[src/rtl/uart_pkg.sv]
// ---------------------------------------------------------------------------
// uart_pkg
// Shared definitions for the UART receiver:
//   - OVERSAMPLE : ticks per bit period
//   - MID_TICK   : tick index (1-based) at which the start bit is re-checked
//   - rx_state_e : receiver FSM state encoding
// Optional feature macro: UART_RX_PARITY_EN (adds ST_PARITY).
// ---------------------------------------------------------------------------
package uart_pkg;

  localparam int OVERSAMPLE = 16;
  localparam int MID_TICK   = 8;

  typedef enum logic [2:0] {
    ST_IDLE    = 3'd0,
    ST_START   = 3'd1,
    ST_DATA    = 3'd2,
`ifdef UART_RX_PARITY_EN
    ST_PARITY  = 3'd3,
`endif
    ST_STOP    = 3'd4,
    ST_WAIT_HI = 3'd5
  } rx_state_e;

endpackage

[src/rtl/rx_sync_fifo.sv]
// ---------------------------------------------------------------------------
// rx_sync_fifo
// Single-clock first-word-fallthrough FIFO for received characters.
// Ports:
//   clk, rst_n  : clock, asynchronous active-low reset
//   push_i      : write request (dropped when full unless popping same cycle)
//   wdata_i     : write data
//   pop_i       : consumer ready; a pop only happens when non-empty
//   rdata_o     : registered head of FIFO (0 after reset)
//   valid_o     : FIFO non-empty
//   full_o      : FIFO holds DEPTH entries
//   level_o     : occupancy
// ---------------------------------------------------------------------------
module rx_sync_fifo
  import uart_pkg::*;
#(
  parameter int W     = 8,
  parameter int DEPTH = 8,
  parameter int CNT_W = $clog2(DEPTH + 1)
) (
  input  logic             clk,
  input  logic             rst_n,
  input  logic             push_i,
  input  logic [W-1:0]     wdata_i,
  input  logic             pop_i,
  output logic [W-1:0]     rdata_o,
  output logic             valid_o,
  output logic             full_o,
  output logic [CNT_W-1:0] level_o
);

  localparam int PTR_W = $clog2(DEPTH);

  logic [W-1:0]     mem_q [DEPTH];
  logic [PTR_W-1:0] wr_ptr_q, wr_ptr_d;
  logic [PTR_W-1:0] rd_ptr_q, rd_ptr_d;
  logic [CNT_W-1:0] level_q, level_d;
  logic [W-1:0]     rdata_q, rdata_d;
  logic             do_push, do_pop, full;

  assign full    = (level_q == CNT_W'(DEPTH));
  assign do_pop  = pop_i && (level_q != '0);
  // A full FIFO still accepts a write when a read frees a slot this cycle.
  assign do_push = push_i && (!full || do_pop);

  always_comb begin
    wr_ptr_d = wr_ptr_q + PTR_W'(do_push);
    rd_ptr_d = rd_ptr_q + PTR_W'(do_pop);
    level_d  = level_q + CNT_W'(do_push) - CNT_W'(do_pop);
    rdata_d  = rdata_q;
    if (level_d != '0) begin
      // New head is the word being written only when nothing older remains.
      if (do_push && (rd_ptr_d == wr_ptr_q)) begin
        rdata_d = wdata_i;
      end else begin
        rdata_d = mem_q[rd_ptr_d];
      end
    end
  end

  always_ff @(posedge clk) begin
    if (do_push) begin
      mem_q[wr_ptr_q] <= wdata_i;
    end
  end

  always_ff @(posedge clk or negedge rst_n) begin
    if (!rst_n) begin
      wr_ptr_q <= '0;
      rd_ptr_q <= '0;
      level_q  <= '0;
      rdata_q  <= '0;
    end else begin
      wr_ptr_q <= wr_ptr_d;
      rd_ptr_q <= rd_ptr_d;
      level_q  <= level_d;
      rdata_q  <= rdata_d;
    end
  end

  assign rdata_o = rdata_q;
  assign valid_o = (level_q != '0);
  assign full_o  = full;
  assign level_o = level_q;

endmodule

[src/rtl/uart_rx_fifo.sv]
// ---------------------------------------------------------------------------
// uart_rx_fifo
// UART receiver, 16x oversampling, runtime baud divisor, integrated FWFT FIFO.
// Ports:
//   clk, rst_n  : clock, asynchronous active-low reset
//   rx          : serial input (idle high, asynchronous)
//   cfg_div     : clk cycles per 1/16 bit (0 behaves as 1), latched in IDLE
//   m_data      : head-of-FIFO character, LSB = first bit on the line
//   m_valid     : FIFO non-empty; m_ready accepts
//   level       : FIFO occupancy
//   frame_err   : pulse, stop bit sampled low
//   parity_err  : pulse, parity mismatch (0 without the parity feature)
//   overrun     : pulse, good character dropped because FIFO full
//   ovr_cnt     : saturating overrun count
//   busy        : receiver not idle
// Optional feature macro: UART_RX_PARITY_EN (adds PARITY_ODD and a parity bit).
// ---------------------------------------------------------------------------
module uart_rx_fifo
  import uart_pkg::*;
#(
  parameter int DATA_BITS  = 8,
  parameter int FIFO_DEPTH = 8,
  parameter int DIV_W      = 16,
  parameter int CNT_W      = $clog2(FIFO_DEPTH + 1)
`ifdef UART_RX_PARITY_EN
  , parameter int PARITY_ODD = 0
`endif
) (
  input  logic                 clk,
  input  logic                 rst_n,
  input  logic                 rx,
  input  logic [DIV_W-1:0]     cfg_div,
  output logic [DATA_BITS-1:0] m_data,
  output logic                 m_valid,
  input  logic                 m_ready,
  output logic [CNT_W-1:0]     level,
  output logic                 frame_err,
  output logic                 parity_err,
  output logic                 overrun,
  output logic [7:0]           ovr_cnt,
  output logic                 busy
);

  rx_state_e state_q, state_d;

  logic                 rx_s1_q, rx_s2_q, rx_sync;
  logic [DIV_W-1:0]     div_q, div_d;
  logic [DIV_W-1:0]     tcnt_q, tcnt_d;
  logic [3:0]           scnt_q, scnt_d;
  logic [3:0]           bitcnt_q, bitcnt_d;
  logic [DATA_BITS-1:0] shift_q, shift_d;
  logic                 push_q, push_d;
  logic                 frame_err_q, frame_err_d;
  logic                 overrun_q, overrun_d;
  logic [7:0]           ovr_cnt_q, ovr_cnt_d;
  logic                 tick, sample;
  logic                 fifo_full;
`ifdef UART_RX_PARITY_EN
  logic                 par_bad_q, par_bad_d;
  logic                 parity_err_q, parity_err_d;
`endif

  assign rx_sync = rx_s2_q;
  assign tick    = (tcnt_q == div_q - 1'b1);
  // Bit-period sample point: last tick of a 16-tick window.
  assign sample  = tick && (scnt_q == 4'(OVERSAMPLE - 1));

  always_comb begin
    state_d     = state_q;
    div_d       = div_q;
    tcnt_d      = tick ? '0 : tcnt_q + 1'b1;
    scnt_d      = tick ? scnt_q + 1'b1 : scnt_q;
    bitcnt_d    = bitcnt_q;
    shift_d     = shift_q;
    push_d      = 1'b0;
    frame_err_d = 1'b0;
`ifdef UART_RX_PARITY_EN
    par_bad_d    = par_bad_q;
    parity_err_d = 1'b0;
`endif
    case (state_q)
      ST_IDLE: begin
        tcnt_d   = '0;
        scnt_d   = '0;
        bitcnt_d = '0;
        div_d    = (cfg_div == '0) ? DIV_W'(1) : cfg_div;
`ifdef UART_RX_PARITY_EN
        par_bad_d = 1'b0;
`endif
        if (!rx_sync) state_d = ST_START;
      end
      ST_START: begin
        if (tick && (scnt_q == 4'(MID_TICK - 1))) begin
          scnt_d  = '0;
          state_d = rx_sync ? ST_IDLE : ST_DATA;
        end
      end
      ST_DATA: begin
        if (sample) begin
          shift_d  = {rx_sync, shift_q[DATA_BITS-1:1]};
          bitcnt_d = bitcnt_q + 1'b1;
          if (bitcnt_q == 4'(DATA_BITS - 1)) begin
`ifdef UART_RX_PARITY_EN
            state_d = ST_PARITY;
`else
            state_d = ST_STOP;
`endif
          end
        end
      end
`ifdef UART_RX_PARITY_EN
      ST_PARITY: begin
        if (sample) begin
          // Even parity: data ^ parity bit must be 0; odd parity: 1.
          par_bad_d = ((^shift_q) ^ rx_sync) != PARITY_ODD[0];
          state_d   = ST_STOP;
        end
      end
`endif
      ST_STOP: begin
        if (sample) begin
`ifdef UART_RX_PARITY_EN
          parity_err_d = par_bad_q;
`endif
          if (rx_sync) begin
`ifdef UART_RX_PARITY_EN
            push_d = !par_bad_q;
`else
            push_d = 1'b1;
`endif
            state_d = ST_IDLE;
          end else begin
            frame_err_d = 1'b1;
            state_d     = ST_WAIT_HI;
          end
        end
      end
      ST_WAIT_HI: begin
        // Hold here through a line break so it reports only one error.
        if (rx_sync) state_d = ST_IDLE;
      end
      default: state_d = ST_IDLE;
    endcase
  end

  // Overrun only when the FIFO cannot make room this cycle.
  always_comb begin
    overrun_d = push_q && fifo_full && !m_ready;
    ovr_cnt_d = ovr_cnt_q;
    if (overrun_d && (ovr_cnt_q != 8'hFF)) ovr_cnt_d = ovr_cnt_q + 8'd1;
  end

  always_ff @(posedge clk or negedge rst_n) begin
    if (!rst_n) begin
      state_q     <= ST_IDLE;
      rx_s1_q     <= 1'b1;
      rx_s2_q     <= 1'b1;
      div_q       <= DIV_W'(1);
      tcnt_q      <= '0;
      scnt_q      <= '0;
      bitcnt_q    <= '0;
      shift_q     <= '0;
      push_q      <= 1'b0;
      frame_err_q <= 1'b0;
      overrun_q   <= 1'b0;
      ovr_cnt_q   <= '0;
`ifdef UART_RX_PARITY_EN
      par_bad_q    <= 1'b0;
      parity_err_q <= 1'b0;
`endif
    end else begin
      state_q     <= state_d;
      rx_s1_q     <= rx;
      rx_s2_q     <= rx_s1_q;
      div_q       <= div_d;
      tcnt_q      <= tcnt_d;
      scnt_q      <= scnt_d;
      bitcnt_q    <= bitcnt_d;
      shift_q     <= shift_d;
      push_q      <= push_d;
      frame_err_q <= frame_err_d;
      overrun_q   <= overrun_d;
      ovr_cnt_q   <= ovr_cnt_d;
`ifdef UART_RX_PARITY_EN
      par_bad_q    <= par_bad_d;
      parity_err_q <= parity_err_d;
`endif
    end
  end

  rx_sync_fifo #(
    .W     (DATA_BITS),
    .DEPTH (FIFO_DEPTH),
    .CNT_W (CNT_W)
  ) u_fifo (
    .clk     (clk),
    .rst_n   (rst_n),
    .push_i  (push_q),
    .wdata_i (shift_q),
    .pop_i   (m_ready),
    .rdata_o (m_data),
    .valid_o (m_valid),
    .full_o  (fifo_full),
    .level_o (level)
  );

  assign frame_err = frame_err_q;
  assign overrun   = overrun_q;
  assign ovr_cnt   = ovr_cnt_q;
  assign busy      = (state_q != ST_IDLE);
`ifdef UART_RX_PARITY_EN
  assign parity_err = parity_err_q;
`else
  assign parity_err = 1'b0;
`endif

endmodule

[config.mk]
export PLATFORM = sky130hd
export DESIGN_NAME = uart_rx_fifo
export DESIGN_NICKNAME = d
export VERILOG_FILES = /design/src/rtl/uart_pkg.sv /design/src/rtl/rx_sync_fifo.sv /design/src/rtl/uart_rx_fifo.sv
export SDC_FILE = /design/constraint.sdc
export NUM_CORES = 1
export LEC_CHECK = 0
export CAP_MARGIN = 20
export CORE_ASPECT_RATIO = 0.8
export CORE_MARGIN = 1.5
export CORE_UTILIZATION = 59
export CTS_CLUSTER_SIZE = 28
export DETAILED_ROUTE_END_ITERATION = 10
export PLACE_DENSITY_LB_ADDON = 0.15
export RECOVER_POWER = 25
export SLEW_MARGIN = 20
export SYNTH_ARGS = -nofsm -noshare
export SYNTH_HDL_FRONTEND = slang
export SYNTH_SLANG_ARGS = --single-unit
[constraint.sdc]
create_clock -name clk -period 4.32 [get_ports clk]
set_input_delay 0.648 -clock clk [delete_from_list [all_inputs] [get_ports clk]]
set_output_delay 0.648 -clock clk [all_outputs]
set_load 0.005 [all_outputs]
Yosys cells after proc, flatten, opt, wreduce, memory -nomap -nowiden. Memories as Yosys holds them, arrays and structs flattened. A register that Yosys moved wholly into a read port is not among the register bits. Cells that the tools add are included.

Bits in registers: 74. Bits in writable memories: 64. Bits of input ports: 20. Memories: 1.

Memory list: u_fifo.mem_q (depth 8, width 8, read ports 1, clocked after memory_dff 1, write ports 1, RTL line rx_sync_fifo.sv:34) `logic [W-1:0] mem_q [DEPTH];`.

$add $sub $neg: 9. Equal/unequal tests: 16. Mux-type cells: 25. Reduce and logical (&&, ||, !) cells: 20.

Operators by type and width (number): two-way mux 16 bit (3); two-way mux 3 bit (7); adder 16 x 1 -> 16 bit (second input constant) (1); equality test 16 bit (1); zero test 16 bit (1); case mux 4 bit (2 select lines) (2); subtractor 16 x 1 -> 16 bit (second input constant) (1); case mux 3 bit (5 select lines) (1); two-way mux 4 bit (3); != test 2 bit (second input constant) (6); adder 4 x 1 -> 4 bit (second input constant) (2); adder 8 x 1 -> 8 bit (second input constant) (1); equality test 4 x 3 -> 1 bit (second input constant) (2); equality test 4 bit (second input constant) (2); two-way mux 1 bit (8); != test 8 bit (second input constant) (1); nonzero test 4 bit (2); logical AND 1 bit (7); adder 3 x 1 -> 3 bit (2); equality test 3 bit (second input constant) (2); AND reduction 6 bit (1); adder 4 x 1 -> 4 bit (1); AND reduction 2 bit (2); subtractor 4 x 1 -> 4 bit (1); other kinds (8) (10).

Logic depth before layout (Yosys ltp).
Word-level depth: 7. Mapped depth: 14.

Hierarchy. A second synthesis with hierarchy kept.

Cell total of the unflattened synthesis: 559. Area total of the unflattened synthesis: 7014.2 sq um.

Modules (own cells, without submodules): uart_rx_fifo (instances 1, cells each 370, area an instance 3583.4 sq um); rx_sync_fifo (instances 1, cells each 189, area an instance 3430.8 sq um).

Worst setup path before layout. Ideal clock, no wire load.

Kind: input -> register. From: input m_ready. To: register u_fifo.rdata_q[3], in the netlist u_fifo.rdata_o[3] (read register of u_fifo.mem_q). Library setup time: 0.131 ns. Data arrival time: 2.954 ns. Required time: 4.189 ns. Path slack: 1.235 ns. Cell stages on the path: 12. Buffers on the path: 2. Cells stage by stage: a21boi_0 -> ha_1 -> inv_1 -> ha_1 -> inv_1 -> fa_1 -> inv_1 -> or4_1 -> clkbuf_1 -> clkbuf_1 -> o211ai_1 -> o21ai_0.

Word-level cells in the longest chain between the ends: 6. Elaborated cells on any way between the ends: 7. Classes of those cells: add/sub (3); reduce/logical (4).

Ends and longest elaborated chain: start, declared (RTL line uart_rx_fifo.sv:35) `input logic m_ready,`; logical AND 1 bit (*) (RTL line rx_sync_fifo.sv:42) `assign do_pop = pop_i && (level_q != '0);`; logical OR 1 bit (RTL line rx_sync_fifo.sv:44) `assign do_push = push_i && (!full || do_pop);`; logical AND 1 bit (RTL line rx_sync_fifo.sv:44); adder 4 x 1 -> 4 bit (RTL line rx_sync_fifo.sv:49) `level_d = level_q + CNT_W'(do_push) - CNT_W'(do_pop);`; subtractor 4 x 1 -> 4 bit (*) (RTL line rx_sync_fifo.sv:49); via u_fifo.level_d[1] (RTL line rx_sync_fifo.sv:37) `logic [CNT_W-1:0] level_q, level_d;`; nonzero test 4 bit (*) (RTL line rx_sync_fifo.sv:51) `if (level_d != '0) begin`; end, declared (RTL line rx_sync_fifo.sv:38) `logic [W-1:0] rdata_q, rdata_d;`.

The timed path passes the listed nets; every way through them passes the cells marked *. A chain may end at the register's enable or synchronous reset.

Worst setup path after layout.
From: input m_ready. To: register u_fifo.rdata_q[1], in the netlist u_fifo.rdata_o[1] (read register of u_fifo.mem_q).

The elaborated chain is that of the path after synthesis.

==> impl_metrics.csv <==
group,metric,value,unit
detailed_routing,drc,0,
floorplan,io_pins,45,
yosys,ys_async_sr_fraction,56.2,%
yosys,seq_area_frac_synth,56.2,%
global_route,grt_max_degree,83,
pwr,powerDensity,467,nW/um^2
setup_path,critPathMaxStageDelay,740,ps
run,drv_cap,1,
floorplan,rows,35,
global_route,grt_pass1_vias,4892,
clocking,cts.clk_slew.worst_paths,70,ps
yosys,yosysTopAreaCell,"dfrtp_1",
pwr,power.leakage,0.00358,uW
floorplan,fp.dieArea,12700,sq um
global_route,gr-usage-met3,5.94,%
yosys,synthesis.nets,626,
sta,finalHoldViolCount,0,
placement,gp_congestion,0.886,
pwr,vdd.ir_drop.worst,0.286,mV
final_layout,postLayoutCellArea,8250,sq um
setup_path,crit_path_frequent_cell,"inv_1",
floorplan,dieWidth,125,um
clocking,ctsHtreeMaxLevel,4,
setup_path,worst_path_max_delay_cell,"or4_1",
final_layout,diodes,0,
sta,rsz0062_at_grt,"no",
setup_path,end_kind,"register",
sta,worstMarginPinSlew,2000,ps
yosys,ys_top_cells_by_area,"dfrtp_1 28%, edfxtp_1 27%, mux4_2 5.1%",
yosys,synth_top_area_share,27.9,%
setup_path,start_kind,"input port",
floorplan,start_util,60.9,%
yosys,ys.flop_type,"dfrtp_1",
yosys,synth.avg_cell_area,12.0,sq um
sta,fin_skew,14.7,ps
clocking,ctsHoldBuffers,0,
yosys,synth-edff-count,64,
global_route,grt_use_met2,39.6,%
clocking,cts-root-buf,"clkbuf_16",
setup_path,path_buf_inv,4,
run_status,violations,"capacitance limit, slew limit",
yosys,synthCells,590,
clocking,worstSkewPairLatency,420,ps
detailed_routing,drt_pass1_iterations,5,
yosys,synthesis.area,7070,sq um
sta,finalCriticalPeriod,3340,ps
setup_path,worstPathArrival,3630,ps
placement,io_buffers,43,
setup_path,crit_chain,"clkdlybuf4s50_1, a21boi_0, ha_1, inv_1, ha_1, inv_1, fa_1, inv_1, or4_1, o211ai_1, o21ai_0",
floorplan,coreArea,11600,sq um
global_route,antenna_found_initial,0,
placement,placedInstanceArea,7610,sq um
clocking,cts_buffers,17,
setup_path,critPathKind,"in -> reg",
clocking,cts_setup_buffers,0,
final_layout,fin_util,71.1,%
yosys,ys_ff_latch,146,
setup_path,cp.required,4610,ps
clocking,cts_resized,0,
final_layout,drive_above_1_share,13.7,%
clocking,clock-sinks,146,
hold_path,worstHoldPathType,"reg -> reg",
yosys,yosysUniqueCellTypes,70,
detailed_routing,routed_wl,14.5,mm
setup_path,critPathTopFamily,"adder cells",
floorplan,die_h,101,um
detailed_routing,antenna_left,0,
clocking,cts_tree,"done",
sta,post-route-worst-setup-slack,980,ps
sta,slew_headroom,-33.3,%
final_layout,area_growth,16.7,%
global_route,gr-usage-all-layers,25.0,%
placement,place_ws,548,ps
yosys,yosysWarnings,0,
sta,max_freq,299,MHz
detailed_routing,dr_total_vias,4767,
final_layout,fin_nets,671,
sta,setup_viol,0,
setup_path,worstPathMaxFanout,16,
run_status,status,"finished, violations left",
detailed_routing,avgRoutedWirePerCell,18.2,um
sta,post-route-period-util,77.3,%
clocking,clk_path_buf_depth,2,
global_route,grt_overflow_total,0,
global_route,grt_pass1_wl,24.5,mm
detailed_routing,avgViaCountPerCell,5.99,
detailed_routing,drt_iter0_drc,352,
sta,drv_slew,83,
placement,dp_hpwl,9.94,mm
sta,finalSetupTns,0,ps
global_route,grt_use_met1,35.6,%
global_route,grt_most_used_layer,"met2",
-- worst register-to-register path, delay by kind of cell, from the launching register on --
| kind | cells | cell delay [ps] |
|---|---|---|
| buf+inv | 4 | 250 |
| fa+ha+maj | 4 | 1160 |
| flops | 1 | 340 |
| compound gates | 3 | 640 |
| simple gates | 1 | 740 |
-- metal layers --
| metal | part of all wire, % | vias to the layer above |
|---|---|---|
| met2 | 46 | 161 |
| met4 | 1.0 | 0 |
| li1 | - | 2224 |
| met1 | 47 | 2363 |
| met3 | 5.8 | 19 |
| met5 | 0 | - |
-- synthesized netlist by cell type, types with 3 or more instances --
cell      number
buf_6          4
or4_1          7
xnor2_1       27
ha_1          15
nand2b_1       9
nor4_1        10
nor4_4         3
o211ai_1       8
nand2_1       75
a31oi_1        4
or3_1          4
nor2b_1        5
xor2_1        20
and3_1         8
nand4_1        7
mux2i_1       12
o22ai_1        3
nor3_1         6
clkbuf_1      13
a211oi_1       4
edfxtp_1      64
mux4_2        16
dfrtp_1       79
nor2_1        43
a21oi_1        9
o21ai_0       17
nand4b_1       3
mux2_2        10
nand3_1       24
dfstp_2        3
inv_1         26
buf_2          4
-- flip-flops by register name (all words and copies together) (netlist names), 3 cells and up --
register,flops
div_q,16
u_fifo.rdata_o,8
shift_q,8
u_fifo.level_o,4
state_q,3
u_fifo.wr_ptr_q,3
tcnt_q,16
scnt_q,4
u_fifo.rd_ptr_q,3
bitcnt_q,4
u_fifo.mem_q,64
ovr_cnt,8
-- logic make-up (layout without fill, tap and decap cells) --
group,count (synthesis),count (layout),share of synthesized area [%]
compound gates,69,69,6.72
xor+xnor,47,47,5.82
fa+ha+maj,16,16,2.94
buf+inv,50,108,3.20
flops,146,146,56.2
mux,38,38,8.39
other cells,1,1,0.0530
simple gates,223,223,16.6
-- cells in the final DEF (no fill, tap or decap), types with 8 or more instances in the layout --
master and n:
o21ai_0 17, xnor2_1 27, o211ai_1 8, xor2_1 20
mux4_2 16, nand3_1 24, nand2b_1 9, ha_1 15
edfxtp_1 64, dfrtp_1 79, mux2_2 10, nor2_1 43
clkdlybuf4s50_1 41, a21oi_1 9, and3_1 8, nand2_1 75
inv_1 26, mux2i_1 12, nor4_1 10, clkbuf_16 17
-- where the power goes --
part / switching, uW / internal (uW)
Sequential: 77.3 / 1510
Clock: 596 / 992
Combinational: 360 / 322
-- cell type report --
type	instances	area [sq um]
clock buffer	18	439
inverter	26	97.6
tap	148	185
fill	783	3350
sequential	146	3980
multi-input combinational	394	2870
clock inverter	14	203
timing repair buffer	50	478
-- per-stage QoR --
stage          hold WS (ps)  total power (uW)  instances
2_1_floorplan           345              2100        590
3_3_place_gp            346              2270        764
3_5_place_dp            347              2300        764
4_1_cts                 356              3890        796
5_1_grt                 363              4020        796
6_report                355              3850        796
-- final timing paths --
kind,end,slack (ps),cells after the start,startpoint
setup / recovery,u_fifo.rdata_o[1],980,11,m_ready
hold / removal,rx_s2_q,360,0,rx_s1_q
setup reg to reg,u_fifo.rdata_o[1],1080,12,u_fifo.level_o[2]
hold reg to reg,rx_s2_q,360,0,rx_s1_q
max in group asynchronous,shift_q[2],2340,1,rst_n
min in group asynchronous,ovr_cnt[0],790,1,rst_n
(Power assumes the default switching activity.)
==> RTL edit: new RTL, config.mk and constraints unchanged <==
Take the reset off `rdata_q` and load it in a clocked block of its own.
--- a/src/rtl/rx_sync_fifo.sv
+++ b/src/rtl/rx_sync_fifo.sv
@@ -70,11 +70,13 @@
       rd_ptr_q <= '0;
       level_q  <= '0;
-      rdata_q  <= '0;
     end else begin
       wr_ptr_q <= wr_ptr_d;
       rd_ptr_q <= rd_ptr_d;
       level_q  <= level_d;
-      rdata_q  <= rdata_d;
     end
+  end
+
+  always_ff @(posedge clk) begin
+    rdata_q <= rdata_d;
   end
 
Behaviour: same outputs for any inputs over 10 cycles, from zero or initial values and one cycle with rst_n low; that may be too few to reach the edited logic, so the function may still have changed.
==> RTL edit against the unedited design <==
- the run still ends with max-capacitance violations, max-slew violations left
- sequential cell count unchanged
- sequential share of layout area up 3.0 points
- fmax down 3.5%
- area after synthesis down 5.7%
- synthesized cell count down 9.5%
- setup slack worse by 0.12 ns
- routed wire length down 4.0%
- total power down 4.3%
- count of clock-buffer cells in the layout up 2
- cell area down 4.9%
- clock power down 11%
- critical endpoint is now tcnt_q[10]
- largest cell class unchanged
- largest power group is now registers
==> RTL edit: results (changes against the unedited design) <==
- Number of buffers added on ports: 43 (unchanged)
- Top cells by count, synth: edfxtp_1 (72), dfrtp_1 (71), nand2_1 (58)
- Met3 WL post-DR: 699 um (-17%)
- Critical Path AT: 3.74 ns (+0.11 ns)
- NetSw: 1.010 mW (-2.2%)
- Largest net degree at the start of global routing: 75 (-9.6%)
- GRT Util Overall: 25.63% (+0.66 points)
- GR Util met1: 39.12% (+3.5 points)
- Sequential element share of the synthesized area: 60.22% (+4.0 points)
- Share of cells above drive strength 1: 13.29% (-0.45 points)
- Via density: 5.823 (-2.8%)
- Routed WL: 13930 um (-4.0%)
- RePlAce Congestion: 0.8397 (-5.2%)
- # diodes: 0 (unchanged)
- Failing checks: max-capacitance violations, max-slew violations
- Clock Path Buffers: 2 (unchanged)
- Crit path largest cell delay: 0.71 ns (-0.03 ns)
- Htree depth: 4 (unchanged)
- R2R Setup Slk: 0.86 ns (-0.22 ns)
- Root Driver: clkbuf_16
- Fin. max-slew vios: 75 (-9.6%)
- Post-Route Skew: 0.008709 ns (-0.005958 ns)
- PD cells: 469.7 mW/mm^2 (+0.58%)
- Pre-Repair DR Iteration Count: 4 (-1)
- Initial antenna violation count: 0 (unchanged)
- Reg clk slew, reported paths: 0.06 ns
- Largest regs: u_fifo.mem_q x64, div_q x16, tcnt_q x16
- Asr flop ratio synth: 50.68% (-5.5 points)
- Primary FF master, synth: edfxtp_1
- EDFF count, synth: 72 (+13%)
- Top post-synthesis cells by area: edfxtp_1 (32%), dfrtp_1 (27%), mux4_2 (5.4%)
- Max cap viols: 1 (unchanged)
- Leak: 3.286 nW (-8.2%)
- Final nets: 625 (-6.9%)
- Met2 GRT Util: 37.94% (-1.7 points)
- First-pass GRT wire length: 22620 um (-7.5%)
- Hpwl dp: 9263 um (-6.8%)
- Wl on met1: 6847 um (+0.96%)
- Status: finished, violations left
- WL met2: 6291 um (-6.6%)
- Crit path max-delay family: simple AND/OR/NAND/NOR gates
- CP max FO: 15 (-1)
- Iteration-0 DRC Markers: 418 (+19%)
- VDD IR max: 0.2941 mV (+2.8%)
- Vias in the first global route: 4300 (-12%)
- Worst min path class: reg -> reg
- Max_slew headroom: -22.34% (+11 points)
- Post-DP Area: 0.007282 mm^2 (-4.4%)
- Post-synthesis cell type count: 57 (-19%)
- Hold_sp: rx_s1_q
- Slowest CP cell: or4_1
- Worst setup path start: div_q[4]
- Post-route ant nets: 0 (unchanged)
- Num CTS Buffers: 17 (unchanged)
- GRT met3 Usage: 5.958% (+0.013 points)
- Syn Nets: 570 (-8.9%)
- Fin Hold WS: 0.3669 ns (+0.01160 ns)
-- RTL edit: path summary, 6_finish.rpt --
kind	depth (start not counted)	to
worst max-delay path	7	tcnt_q[10]
worst min-delay path	0	rx_s2_q
worst max register to register	7	tcnt_q[10]
worst min register to register	0	rx_s2_q
max in group asynchronous	1	shift_q[0]
min in group asynchronous	1	u_fifo.level_o[3]
-- RTL edit: final cells by class --
type / instances / area [um^2]
clock inverters: 12 / 126.4
well taps: 144 / 180.2
fillers: 741 / 3080
flip-flops and latches: 146 / 4018
clock buffers: 20 / 446.7
inverters: 17 / 63.81
repair buffers: 53 / 500.5
multi-input cells: 354 / 2517
-- RTL edit: power by group through the flow --
stage | Sequential (mW) | Combinational, mW | Clock [mW]
after global routing | 1.61 | 0.754 | 1.48
after global placement | 1.62 | 0.664 | 0
after detailed placement | 1.63 | 0.671 | 0
after floorplan | 1.61 | 0.460 | 0
final | 1.60 | 0.675 | 1.41
after CTS | 1.60 | 0.686 | 1.43
-- RTL edit: cell families after synthesis --
kind of cell	count (synthesis)	share of synthesized area [%]
DFF	146	60.22
buffers and inverters	34	2.119
muxes	33	8.121
adders and majority gates	16	3.113
AOI/OAI and AO/OA	60	5.664
xor gates and xnor gates	43	5.645
other	1	0.05621
and+or+nand+nor	201	15.06
-- RTL edit: per-stage QoR --
stage | cells | power (mW) | setup WS (ns)
after detailed placement | 714 | 2.298 | 0.8810
final | 746 | 3.688 | 0.8602
after floorplan | 534 | 2.073 | 1.185
after global placement | 714 | 2.287 | 0.9482
after CTS | 746 | 3.716 | 0.8696
after global routing | 746 | 3.849 | 0.6755
